File: config.mk
export PLATFORM = sky130hd
export DESIGN_NAME = dmem_access_ctrl
export DESIGN_NICKNAME = d
export VERILOG_FILES = /design/src/rtl/dmem_pkg.sv /design/src/rtl/dmem_fmt.sv /design/src/rtl/dmem_access_ctrl.sv
export SDC_FILE = /design/constraint.sdc
export NUM_CORES = 1
export LEC_CHECK = 0
export BUFFER_PORTS_ARGS = -buffer_cell sky130_fd_sc_hd__buf_2
export CELL_PAD_IN_SITES_DETAIL_PLACEMENT = 2
export CELL_PAD_IN_SITES_GLOBAL_PLACEMENT = 2
export CORE_ASPECT_RATIO = 1.5
export CORE_MARGIN = 1
export CORE_UTILIZATION = 33
export CTS_BUF_LIST = sky130_fd_sc_hd__clkbuf_8
export DETAILED_ROUTE_END_ITERATION = 10
export PLACE_DENSITY_LB_ADDON = 0.1
export SYNTH_ARGS = -nofsm -noshare
export SYNTH_HDL_FRONTEND = slang
export SYNTH_SLANG_ARGS = --single-unit
File: constraint.sdc
create_clock -name clk -period 3.5 [get_ports clk]
set_clock_uncertainty 0.05 [all_clocks]
set_input_delay 0.175 -clock clk [delete_from_list [all_inputs] [get_ports clk]]
set_output_delay 0.175 -clock clk [all_outputs]
set_load 0.01 [all_outputs]
File: src/rtl/dmem_pkg.sv
`default_nettype none
// ============================================================================
// Module   : dmem_pkg
// Purpose  : Access codes, FSM state encoding and decode helpers for dmem_access_ctrl
// Revision : 1.0
// ============================================================================
package dmem_pkg;

    localparam logic [3:0] c_acc_lw  = 4'b0001;
    localparam logic [3:0] c_acc_lh  = 4'b0010;
    localparam logic [3:0] c_acc_lb  = 4'b0011;
    localparam logic [3:0] c_acc_lhu = 4'b0100;
    localparam logic [3:0] c_acc_lbu = 4'b0101;
    localparam logic [3:0] c_acc_sw  = 4'b1001;
    localparam logic [3:0] c_acc_sh  = 4'b1010;
    localparam logic [3:0] c_acc_sb  = 4'b1011;

    localparam int C_STORE_BIT = 3;

    typedef enum logic [2:0] {
        ST_IDLE = 3'd0,
        ST_LOAD = 3'd1,
        ST_RMW  = 3'd2,
        ST_DBG  = 3'd3,
        ST_DONE = 3'd4
    } state_t;

    function automatic logic acc_defined(input logic [3:0] acc);
        case (acc)
            c_acc_lw, c_acc_lh, c_acc_lb, c_acc_lhu, c_acc_lbu,
            c_acc_sw, c_acc_sh, c_acc_sb: acc_defined = 1'b1;
            default:                      acc_defined = 1'b0;
        endcase
    endfunction

    // Byte accesses and undefined codes never fault on alignment.
    function automatic logic acc_aligned(input logic [3:0] acc, input logic [1:0] off);
        case (acc)
            c_acc_lw, c_acc_sw:           acc_aligned = (off == 2'b00);
            c_acc_lh, c_acc_lhu, c_acc_sh: acc_aligned = ~off[0];
            default:                      acc_aligned = 1'b1;
        endcase
    endfunction

endpackage
`default_nettype wire

File: src/rtl/dmem_fmt.sv
`default_nettype none
// ============================================================================
// Module   : dmem_fmt
// Purpose  : Load lane extract/extend and sub-word store merge (combinational)
// Revision : 1.0
// ============================================================================
module dmem_fmt
    import dmem_pkg::*;
(
    input  logic [3:0]  access,
    input  logic [1:0]  byte_off,
    input  logic [31:0] rdata,
    input  logic [31:0] wdata,
    output logic [31:0] load_data,
    output logic [31:0] store_data
);

    logic [7:0]  w_byte;
    logic [15:0] w_half;

    always_comb begin
        w_byte    = rdata[{byte_off, 3'b000} +: 8];
        w_half    = byte_off[1] ? rdata[31:16] : rdata[15:0];
        load_data = '0;
        case (access)
            c_acc_lw:  load_data = rdata;
            c_acc_lh:  load_data = {{16{w_half[15]}}, w_half};
            c_acc_lb:  load_data = {{24{w_byte[7]}}, w_byte};
            c_acc_lhu: load_data = {16'h0000, w_half};
            c_acc_lbu: load_data = {24'h000000, w_byte};
            default:   load_data = '0;
        endcase

        store_data = rdata;
        case (access)
            c_acc_sw: store_data = wdata;
            c_acc_sh: begin
                if (byte_off[1]) store_data[31:16] = wdata[15:0];
                else             store_data[15:0]  = wdata[15:0];
            end
            c_acc_sb: store_data[{byte_off, 3'b000} +: 8] = wdata[7:0];
            default:  store_data = rdata;
        endcase
    end

endmodule
`default_nettype wire

File: src/rtl/dmem_access_ctrl.sv
`default_nettype none
// ============================================================================
// Module   : dmem_access_ctrl
// Purpose  : MEM-stage load/store sequencer with sub-word RMW and debug read port
// Revision : 1.0
// ============================================================================
module dmem_access_ctrl
    import dmem_pkg::*;
#(
    parameter int ADDR_W = 8
) (
    input  logic              clk,
    input  logic              rstn,
    input  logic              req_valid,
    output logic              req_ready,
    input  logic [3:0]        req_access,
    input  logic [31:0]       req_addr,
    input  logic [31:0]       req_wdata,
    output logic              resp_valid,
    output logic [31:0]       resp_rdata,
    output logic              resp_misaligned,
    input  logic              dbg_re,
    input  logic [ADDR_W-1:0] dbg_addr,
    output logic              dbg_valid,
    output logic [31:0]       dbg_rdata,
    output logic              mem_en,
    output logic [ADDR_W-1:0] mem_addr,
    output logic              mem_we,
    output logic [31:0]       mem_wdata,
    input  logic [31:0]       mem_rdata
);

    state_t            r_state;
    state_t            w_state_nxt;
    logic [3:0]        r_access;
    logic [ADDR_W+1:0] r_addr;
    logic [31:0]       r_wdata;
    logic              r_is_dbg;
    logic              r_misaligned;
    logic [31:0]       r_resp_rdata;
    logic [31:0]       r_dbg_rdata;
    logic [31:0]       w_load_data;
    logic [31:0]       w_store_data;
    logic              w_req_defined;
    logic              w_req_aligned;
    logic              w_accept;
    logic              w_dbg_grant;
    logic              w_mem_en;
    logic              w_mem_we;
    logic              w_unused;

    dmem_fmt u_fmt (
        .access     (r_access),
        .byte_off   (r_addr[1:0]),
        .rdata      (mem_rdata),
        .wdata      (r_wdata),
        .load_data  (w_load_data),
        .store_data (w_store_data)
    );

    assign w_req_defined = acc_defined(req_access);
    assign w_req_aligned = acc_aligned(req_access, req_addr[1:0]);
    assign w_accept      = (r_state == ST_IDLE) && req_valid;
    assign w_dbg_grant   = (r_state == ST_IDLE) && !req_valid && dbg_re;
    assign w_unused      = ^req_addr[31:ADDR_W+2];

    always_comb begin
        w_state_nxt = r_state;
        w_mem_en    = 1'b0;
        w_mem_we    = 1'b0;
        mem_addr    = r_addr[ADDR_W+1:2];
        mem_wdata   = w_store_data;
        case (r_state)
            ST_IDLE: begin
                mem_addr  = req_addr[ADDR_W+1:2];
                mem_wdata = req_wdata;
                if (req_valid) begin
                    w_state_nxt = ST_DONE;
                    if (w_req_defined && w_req_aligned) begin
                        w_mem_en = 1'b1;
                        if (req_access == c_acc_sw)      w_mem_we    = 1'b1;
                        else if (req_access[C_STORE_BIT]) w_state_nxt = ST_RMW;
                        else                             w_state_nxt = ST_LOAD;
                    end
                end else if (dbg_re) begin
                    w_mem_en    = 1'b1;
                    mem_addr    = dbg_addr;
                    w_state_nxt = ST_DBG;
                end
            end
            ST_LOAD: w_state_nxt = ST_DONE;
            ST_RMW: begin
                w_mem_en    = 1'b1;
                w_mem_we    = 1'b1;
                w_state_nxt = ST_DONE;
            end
            ST_DBG:  w_state_nxt = ST_DONE;
            ST_DONE: w_state_nxt = ST_IDLE;
            default: w_state_nxt = ST_IDLE;
        endcase
    end

    // Gating with rstn kills a pending RMW write the moment reset asserts.
    assign mem_en          = w_mem_en & rstn;
    assign mem_we          = w_mem_we & rstn;
    assign req_ready       = rstn && (r_state == ST_IDLE);
    assign resp_valid      = (r_state == ST_DONE) && !r_is_dbg;
    assign dbg_valid       = (r_state == ST_DONE) && r_is_dbg;
    assign resp_misaligned = resp_valid && r_misaligned;
    assign resp_rdata      = r_resp_rdata;
    assign dbg_rdata       = r_dbg_rdata;

    always_ff @(posedge clk or negedge rstn) begin
        if (!rstn) begin
            r_state      <= ST_IDLE;
            r_access     <= '0;
            r_addr       <= '0;
            r_wdata      <= '0;
            r_is_dbg     <= 1'b0;
            r_misaligned <= 1'b0;
            r_resp_rdata <= '0;
            r_dbg_rdata  <= '0;
        end else begin
            r_state <= w_state_nxt;
            if (w_accept) begin
                r_access     <= req_access;
                r_addr       <= req_addr[ADDR_W+1:0];
                r_wdata      <= req_wdata;
                r_is_dbg     <= 1'b0;
                r_misaligned <= w_req_defined && !w_req_aligned;
                r_resp_rdata <= '0;
            end else if (w_dbg_grant) begin
                r_is_dbg <= 1'b1;
            end
            if (r_state == ST_LOAD) r_resp_rdata <= w_load_data;
            if (r_state == ST_DBG)  r_dbg_rdata  <= mem_rdata;
        end
    end

endmodule
`default_nettype wire

[Word-level counts from Yosys, hierarchy flattened]
Memory sizes are Yosys's and may differ from the RTL's.
Cells that the tools add are included.
Cells by class
  divide/modulo/power cells: 0
  reduce and logical (&&, ||, !) cells: 19
  add/sub/neg operators: 1
  $lt $le $gt $ge: 0
  shift-type cells: 3
  mux-type cells: 29
  equality and inequality tests: 18
  multipliers: 0
  bitwise logic cells: 3
Operators with widths (number)
  case mux 32 bit (5 select lines): 1
  2-to-1 mux 32 bit: 3
  case mux 32 bit (3 select lines): 1
  2-to-1 mux 16 bit: 3
  bitwise mux 32 bit: 1
  variable shift 8 x 7 -> 32 bit, first input constant: 1
  variable part select 32 x 6 -> 8 bit: 1
  variable part select 8 x 7 -> 32 bit: 1
  2-to-1 mux 8 bit: 3
  == test 4 bit, second input constant: 5
  == test 4 x 2 -> 1 bit, second input constant: 3
  == test 4 x 3 -> 1 bit, second input constant: 3
  2-to-1 mux 3 bit: 4
  logical AND 1 bit: 9
  == test 4 x 1 -> 1 bit, second input constant: 2
  2-to-1 mux 1 bit: 8
  negator 5 -> 7 bit: 1
  == test 3 x 2 -> 1 bit, second input constant: 2
  case mux 1 bit (2 select lines): 3
  case mux 3 bit (2 select lines): 1
  OR reduction 3 bit: 2
  nonzero test 2 bit: 2
  == test 3 x 1 -> 1 bit, second input constant: 1
  == test 3 bit, second input constant: 1
  other kinds (8): 11
Word-level totals
  flip-flop bits (word level): 115
  logic and storage cells: 82
  latch bits: 0
  output and inout bits: 110
  input port bits: 112
  memory bits (read-only): 16
  RAM bits: 0
  memories kept: 1
Memory list
  (no name shown): words 16, width 1, read ports 1, clocked after memory_dff 0, write ports 0, RTL line dmem_pkg.sv:29  | case (acc)

[Logic depth before layout (Yosys ltp)]
Gate-level depths: netlist of the first run.
  depth in word-level cells: 8
  gate-level depth with buffers: 8
  gate-level depth less buffers: 7

[By module]
Synthesis of the first run repeated with hierarchy kept, for this count alone.
Unflattened totals
  cell total of the unflattened synthesis: 606
  area, all modules: 6458.7 um^2
By module, submodules not included
  dmem_access_ctrl: seq. area each 2877.8 um^2, area each 4969.8 um^2, cells an instance 415, times used 1
  dmem_fmt: seq. area each 0.0 um^2, area each 1488.9 um^2, cells an instance 191, times used 1

[Worst setup path before layout of the first run]
No wires, ideal clock.
  path kind: register to output
  start point: reg r_addr[0]
  end point: out mem_wdata[26]
  arrival: 2214 ps
  required time: 3275 ps
  cell stages (with the launch flop): 9
  path slack: 1061 ps
  buffers on the path: 1
  cells stage by stage: dfrtp_1 -> clkbuf_1 -> inv_1 -> ha_1 -> and4bb_1 -> nor3b_1 -> a21oi_1 -> o211ai_1 -> o21a_1
Between the ends
  cells in the longest elaborated chain, start to end: 5
  elaborated cells between the ends (all ways): 6
  those cells by class: add/sub: 1; shift: 2; mux: 3
RTL lines
  from (decl): RTL line dmem_access_ctrl.sv:36  | logic [ADDR_W+1:0] r_addr;
  from (signal assigned): RTL line dmem_access_ctrl.sv:127  | r_addr <= req_addr[ADDR_W+1:0];
  negator 5 -> 7 bit (*): RTL line dmem_fmt.sv:41  | c_acc_sb: store_data[{byte_off, 3'b000} +: 8] = wdata[7:0];
  variable part select 8 x 7 -> 32 bit or variable shift 8 x 7 -> 32 bit (tied branches): RTL line dmem_fmt.sv:41
  bitwise mux 32 bit (*): RTL line dmem_fmt.sv:41
  case mux 32 bit (3 select lines) (*): RTL line dmem_fmt.sv:35  | case (access)
  2-to-1 mux 32 bit (*): RTL line dmem_access_ctrl.sv:73  | case (r_state)
  to (decl): RTL line dmem_access_ctrl.sv:29  | output logic [31:0] mem_wdata,
Mark *: on every way between the ends. The rest lies on a longest branch, timed or not.

[Worst setup path in the final report of the first run]
  start point: reg r_access[0]
  end point: out mem_wdata[4]
Between the ends
  cells in the longest elaborated chain, start to end: 3
  elaborated cells between the ends (all ways): 5
  those cells by class: eq/ne: 3; mux: 2
RTL lines
  from (decl): RTL line dmem_access_ctrl.sv:35  | logic [3:0] r_access;
  from (signal assigned): RTL line dmem_access_ctrl.sv:126  | r_access <= req_access;
  == test 4 bit: RTL line dmem_fmt.sv:35
  case mux 32 bit (3 select lines) (*): RTL line dmem_fmt.sv:35
  2-to-1 mux 32 bit (*): RTL line dmem_access_ctrl.sv:73
Marks and branches as above.

==> metrics.txt, run 1 <==
share of the synthesized area in the top cell type 0.468; top cells by area, synth dfrtp_1 (47%), mux2_2 (12%), a221o_1 (4.6%); max-slew violation count 0; area growth from synthesis to layout 37.4%; total clock buffers created by CTS 17; internal power summed over all cells 3.93 mW; pwr dens about 800 nW/um^2; critical path startpoint category flop; hold depth 3; nature of the critical path endpoint output pin; H-tree levels 4; critical path data required time 3.27 ns; Cells after Synth approximately 600; Final Total Pwr 6.86 mW; power dissipated by switching net loads just under 3 mW; final estimated routing congestion in global placement 0.825; antenna violations before repair 0; final cycle utilization of the critical path 0.910; fraction of final layout cells with drive strength greater than 1 0.370; count of warnings emitted by yosys 0; Max Fanout on Critical Path 21; sum of overflow across all layers after global routing 0; max_cap viols 0; TritonCTS clock tree done; final routed DRC violation total 0; count of flip-flops with a built-in enable after synthesis 0; top-level I/O count 222; HP Class in -> reg; most used flip-flop cell after synthesis dfrtp_1; sequential-to-total area share from yosys stat 0.468; Max stage delay on crit path 0.80 ns; Fmax 314 MHz; setup repair after global routing missed its margin no; crit path DAT 2.96 ns; status complete, no violations; Async S/R FF share, synth 1.00; Yosys cell types 57; number of global-route vias before repair 6890; effective utilization at floorplan 0.340; Finish-stage setup viols 0; pin count of the biggest net entering global routing 91; sinks on the clock net 115; Max Buffers Root-to-Sink 2; final instance area 8440 um^2; switch share 0.427; buffer type at the clock tree root clkbuf_8; measured slew at the worst slew-check pin 0.803 ns; drt total wl 24700 um; number of cell rows 60; detail-routed net length per standard cell 22.3 um; leakage power summed over all cells approximately 3.9 nW; worst-case headroom to the max-slew limit 0.461; type of the setup path with the least slack reg -> out; cell breakdown of the critical path nand3b_1 -> nor2_1 -> or4_1 -> a32oi_1 -> nand2_1 -> buf_2; final critical-path setup slack 0.314 ns; sequential share of power 0.351; drt pass-1 iters 7; diode insertion count for antenna repair 0; count of input and output buffers 199; height of the chip 169 um; flop and latch count out of synthesis 115; wire length of the first global-routing pass 38900 um; worst slack at placement 0.644 ns; Total Negative Setup Slacks 0 ns; post-synth top area cell dfrtp_1; post-synthesis instance area 6150 um^2; final antenna-violating net count 0; clock network fraction of design power 0.187; post-detailed-placement half-perimeter wirelength 17400 um; maximum ir drop on the vdd rail around 0.00042 V; # Post-CTS Setup Buffers 0; Hold Violations, Final 0; detailed router's first-iteration violation count 371; number of cells on the worst reg-to-reg path 4; vias post-DR 6083; Layout Nets 966; placeable core region roughly 18000 um^2; Worst-path clk slew 0.07 ns; per-instance average area after synthesis 10.3 um^2; post-placement cell area 7410 um^2; die outline area approximately 19000 um^2; Tmin final 3.19 ns; Die Wd 113 um; proportion of power drawn by combinational gates 0.461; latest clock arrival within the worst-skew pair 0.44 ns; Critical-path top delay cell dfrtp_1; via density per instance 5.48; overall routing resource usage 0.266; post-synth net total 713
power by group through the flow:
stage	registers, mW	clock network (mW)	logic (mW)
after floorplan	2.36	0	1.83
after global placement	2.36	0	2.98
after detailed placement	2.41	0	3.09
after CTS	2.38	1.32	3.17
after global routing	2.48	1.37	3.44
final	2.41	1.29	3.16
area by class of cell:
type | count | area [um^2]
clock inverters | 15 | 168
clock buffers | 17 | 234
multi-input cells | 432 | 3070
inverters | 7 | 26.3
flip-flops and latches | 115 | 2880
well taps | 248 | 310
fillers | 1964 | 9650
repair buffers | 276 | 1760
stage by stage:
step / util / instances / hold WS, ns
2_1_floorplan: - / 596 / -0.171
4_1_cts: 0.467 / 1110 / 0.00353
3_5_place_dp: 0.410 / 1015 / 0.0857
3_3_place_gp: 0.410 / 1015 / 0.0895
6_report: 0.467 / 1110 / 0.0203
5_1_grt: 0.467 / 1110 / 0.00541
critical path, delay by kind of cell, from the launching register on:
family	cells	cell delay, ns
compound gates	1	0.30
buf+inv	1	0.15
simple gates	4	1.25
flops	1	0.80
registers in the layout, indices dropped and copies added, names as in the netlist:
signal,count
r_wdata,32
r_access,4
r_is_dbg,1
r_misaligned,1
r_state,3
dbg_rdata,32
r_addr,10
resp_rdata,32
timing repair:
action	4_1_cts	5_1_grt
gates resized for setup	0	1
setup endpoints to repair	0	3
hold buffers	63	0
endpoints found under the hold margin	101	0
cell usage after synthesis (3+ instances only):
cell	n
a22oi_1	6
a31oi_1	10
o211ai_1	4
ha_1	5
nand2_1	69
mux2_2	63
mux2_1	17
nand2b_1	4
o21ai_1	4
nand3b_1	3
nand4_1	3
nor2_1	59
a21oi_1	44
a221oi_1	17
and2_1	3
inv_1	7
or3_1	3
dfrtp_1	115
buf_2	10
a32oi_1	7
mux2i_1	6
o21a_1	5
nor3_1	6
nor2b_1	12
o21ai_0	9
nor3b_1	4
a222oi_1	8
clkbuf_1	28
a221o_1	28
placed cells by master, fill, tap and decap left out, drive strengths merged, types with 5 or more instances in the layout:
master	Yosys	layout
o21ai	13	13
nand2	69	69
a31oi	10	10
inv	7	15
a222oi	8	8
dlygate4sd3	0	63
mux2i	6	6
mux2	80	80
nor2	59	59
dfrtp	115	115
a221oi	17	17
buf	14	213
nor3	8	8
a22oi	6	6
a21oi	45	45
a32oi	7	7
clkbuf	28	17
o21a	5	5
nor2b	12	12
a221o	28	28
ha	5	5
per-layer routing:
metal,track usage,vias up,routed length [um]
met5,0,-,0
met4,0.0904,0,459
met3,0.0514,29,1230
met2,0.483,201,13100
met1,0.310,3110,9940
li1,-,2743,-
logic make-up (layout without fill, tap and decap cells):
group	count (synthesis)	after routing	synth area share
AO/OA/AOI/OAI	157	157	0.188
XOR/XNOR	1	1	0.00143
adder cells (fa/ha/maj)	5	5	0.0102
buffers and inverters	49	315	0.0344
flip-flops	115	115	0.468
multiplexers	86	86	0.156
AND/OR/NAND/NOR	183	183	0.141
worst paths after layout:
check | from | slack, ns | to
worst min register to register | resp_rdata[6]$_DFFE_PN0P_ | 0.43 | resp_rdata[6]$_DFFE_PN0P_
worst min-delay path | mem_rdata[6] | 0.02 | dbg_rdata[6]$_DFFE_PN0N_
worst max-delay path | r_access[0]$_DFFE_PN0P_ | 0.31 | mem_wdata[4]
worst max register to register | r_state[2]$_DFFE_PN0P_ | 0.78 | resp_rdata[25]$_DFFE_PN0P_
max in group asynchronous | rstn | 2.38 | r_wdata[18]$_DFFE_PN0P_
min in group asynchronous | rstn | 0.17 | r_access[1]$_DFFE_PN0P_
Power figures use the tool's default switching activity.
==> run 2, diff against run 1 <==
- CORE_UTILIZATION: 33 -> 34
- SYNTH_HIERARCHICAL: default -> 1
==> run 2 against run 1 <==
Effect of this change: clock-buffer cell count increased by 1; critical path depth increased by 2; setup slack improved by 0.12 ns; non-clock buffer count decreased by 13; fmax increased by 4.1%; sequential power decreased by 2%; power increased by 4.6%; synthesized cell count increased by 1.7%; via count increased by 0.33%; global-route usage increased by 0.98 points.
==> metrics.txt, run 2 <==
status complete, no violations; drt total wl 26100 um; Top cell by count, worst path nand2_1; measured slew at the worst slew-check pin ~1.1 ns; Max Buffers Root-to-Sink 2; non-filler instance count after layout 1113; Tmin final 3.06 ns; antenna violations before repair 0; Cell Count Post-Placement slightly above 1000; Worst-path clk slew 0.08 ns; post-CTS sizing 0; Max stage delay on crit path between 0.5 and 0.6 ns; setup slack, reg-to-reg 0.95 ns; Hold Violations, Final 0; post-synth top area cell dfrtp_1; total buffers and inverters traversed by the critical path 2; wire length of the first global-routing pass approximately 40000 um; number of cell rows slightly above 60; fraction of final layout cells with drive strength greater than 1 0.359; total clock buffers created by CTS 17; number of global-route vias before repair 6683; vias post-DR 6103; detail-routed net length per standard cell 23.4 um; post-synth net total 723; buffer type at the clock tree root clkbuf_8; max_cap viols 0; critical path startpoint category flop; pwr dens around 830 nW/um^2; type of the setup path with the least slack reg -> out; top-level I/O count roughly 220; placeable core region around 19000 um^2; H-tree levels 4; latest clock arrival within the worst-skew pair ~0.45 ns; flop and latch count out of synthesis 115; final cycle utilization of the critical path 0.875; Layout Nets ~970; Total Negative Setup Slacks 0 ns; setup repair after global routing missed its margin no; nature of the critical path endpoint output pin; Hold Startpoint mem_rdata[6]; highest layer used for signal routing met4; post-synthesis instance area 6460 um^2; commonest non-fill, non-tap cells in the layout buf_2 (198), nand2_1 (149), dfrtp_1 (115); Endpoint, Worst Hold dbg_rdata[6]$_DFFE_PN0N_; Final Total Pwr ~7.2 mW; die outline area 19600 um^2; Max Fanout on Critical Path 25; detailed router's first-iteration violation count around 280; FF-to-FF Start r_access[0]$_DFFE_PN0P_; DR WL met3 around 1300 um; Critical-path top delay cell nor4_4; Worst path top cell family by delay simple AND/OR/NAND/NOR gates; final routed DRC violation total 0; hold depth 2; via density per instance 5.48; max-slew violation count 0; detailed-routed wire length on met2 13800 um; TritonCTS clock tree done; final antenna-violating net count 0; leakage power summed over all cells 4.25 nW; HP Class in -> reg; number of cells on the worst reg-to-reg path 5; post-placement cell area 7660 um^2; area growth from synthesis to layout 33.7%; sinks on the clock net 115; pin count of the biggest net entering global routing 85; final instance area approximately 8600 um^2; Fmax ~330 MHz; final estimated routing congestion in global placement 0.851; post-detailed-placement half-perimeter wirelength between 15000 and 20000 um; Worst R2R End resp_rdata[1]$_DFFE_PN0P_; per-instance average area after synthesis 10.7 um^2; Finish-stage setup viols 0; effective utilization at floorplan 0.348; cell breakdown of the critical path nor2b_1 -> buf_4 -> nand3b_1 -> nor4_4 -> a221o_1 -> nand2_1 -> nand2_1 -> buf_2; sum of overflow across all layers after global routing 0; drt pass-1 iters 5; leading post-synthesis cells by instance count nand2_1 (149), dfrtp_1 (115), a22o_1 (40), mux2_1 (40), mux2_2 (38); Async S/R FF share, synth 1.00; critical path data required time 3.27 ns; height of the chip 171 um; Cells after Synth 606; sequential-to-total area share from yosys stat 0.446; worst-case headroom to the max-slew limit 0.259; count of warnings emitted by yosys 6; Die Wd 115 um; overall routing resource usage 0.276; share of the synthesized area in the top cell type 0.446; count of flip-flops with a built-in enable after synthesis 0; Yosys cell types 60; leading cell type in the layout, fill and taps excluded buf_2; wire length on met1 10200 um; diode insertion count for antenna repair 0; most used flip-flop cell after synthesis dfrtp_1; count of input and output buffers slightly below 200; top cells by area, synth dfrtp_1 (45%), nand2_1 (8.7%), mux2_1 (7.0%); # Post-CTS Setup Buffers 0; most frequent cell after synthesis nand2_1; crit path DAT 2.84 ns; maximum ir drop on the vdd rail 0.000284 V
[run 2: cell types whose count changed in the layout (fill, tap and decap cells not counted), sizes merged, moves of 6 or more]
cell / change
nand2: +81
nor2: -45
a22o: +40
a21oi: -39
a221oi: -17
dlygate4sd3: -11
mux4: +9
a222oi: -8
a31oi: -8
and3: +8
o21ai: +8
a32oi: -7
a32o: +6
[run 2: stage by stage]
stage	utilization	setup WS [ns]	hold WS (ns)
3_3_place_gp	0.413	0.968	0.124
5_1_grt	0.466	0.295	0.0184
4_1_cts	0.465	0.457	0.00362
2_1_floorplan	-	1.32	-0.171
3_5_place_dp	0.413	0.917	0.124
6_report	0.466	0.438	0.0171
[run 2: kinds of logic after synthesis]
kind of cell               count (synthesis)  synth area share
muxes                                     95             0.180
xor gates and xnor gates                   1           0.00136
DFF                                      115             0.446
and+or+nand+nor                          215             0.161
adders and majority gates                  5           0.00969
buffers and inverters                     48            0.0376
AOI/OAI and AO/OA                        127             0.165
[run 2: worst max-delay path by stage]
stage,start,endpoint,slack (ns),depth (start not counted)
6_report,r_access[3]$_DFFE_PN0P_,mem_wdata[24],0.44,8
5_1_grt,r_access[1]$_DFFE_PN0P_,mem_wdata[17],0.30,7
4_1_cts,r_access[3]$_DFFE_PN0P_,mem_wdata[30],0.46,8
3_5_place_dp,r_access[0]$_DFFE_PN0P_,resp_rdata[0]$_DFFE_PN0P_,0.92,5
3_3_place_gp,r_access[0]$_DFFE_PN0P_,resp_rdata[0]$_DFFE_PN0P_,0.97,5
2_1_floorplan,r_addr[0]$_DFFE_PN0P_,mem_wdata[0],1.32,8
[run 2: per-layer routing]
metal	track usage	up-vias
met3	0.0390	39
met5	0	-
li1	-	2708
met4	0.119	0
met2	0.496	228
met1	0.324	3128
[run 2: timing repair]
action	in CTS	in global routing
hold buffers	51	1
hold endpoints to repair	81	1
setup endpoints to repair	0	0
[run 2: worst reg2reg max path: cells and delay by family (launching register included)]
kind	cells	cell delay, ns
flops	1	0.68
simple gates	2	0.99
compound gates	3	0.78
[run 2: layout make-up]
class                      count  area (um^2)
inverter                       9         33.8
clock inverter                13          208
clock buffer                  18          248
timing repair buffer         263         1610
fill                        1977         9910
multi-input combinational    443         3350
tap                          252          315
sequential                   115         2880
[run 2: power breakdown]
part | leakage, nW | internal, mW | switching, mW | total, mW
clock | 0.229 | 0.864 | 0.620 | 1.48
sequential | 1.42 | 1.88 | 0.465 | 2.35
combinational | 2.61 | 1.46 | 1.88 | 3.34
total | 4.25 | 4.20 | 2.97 | 7.17
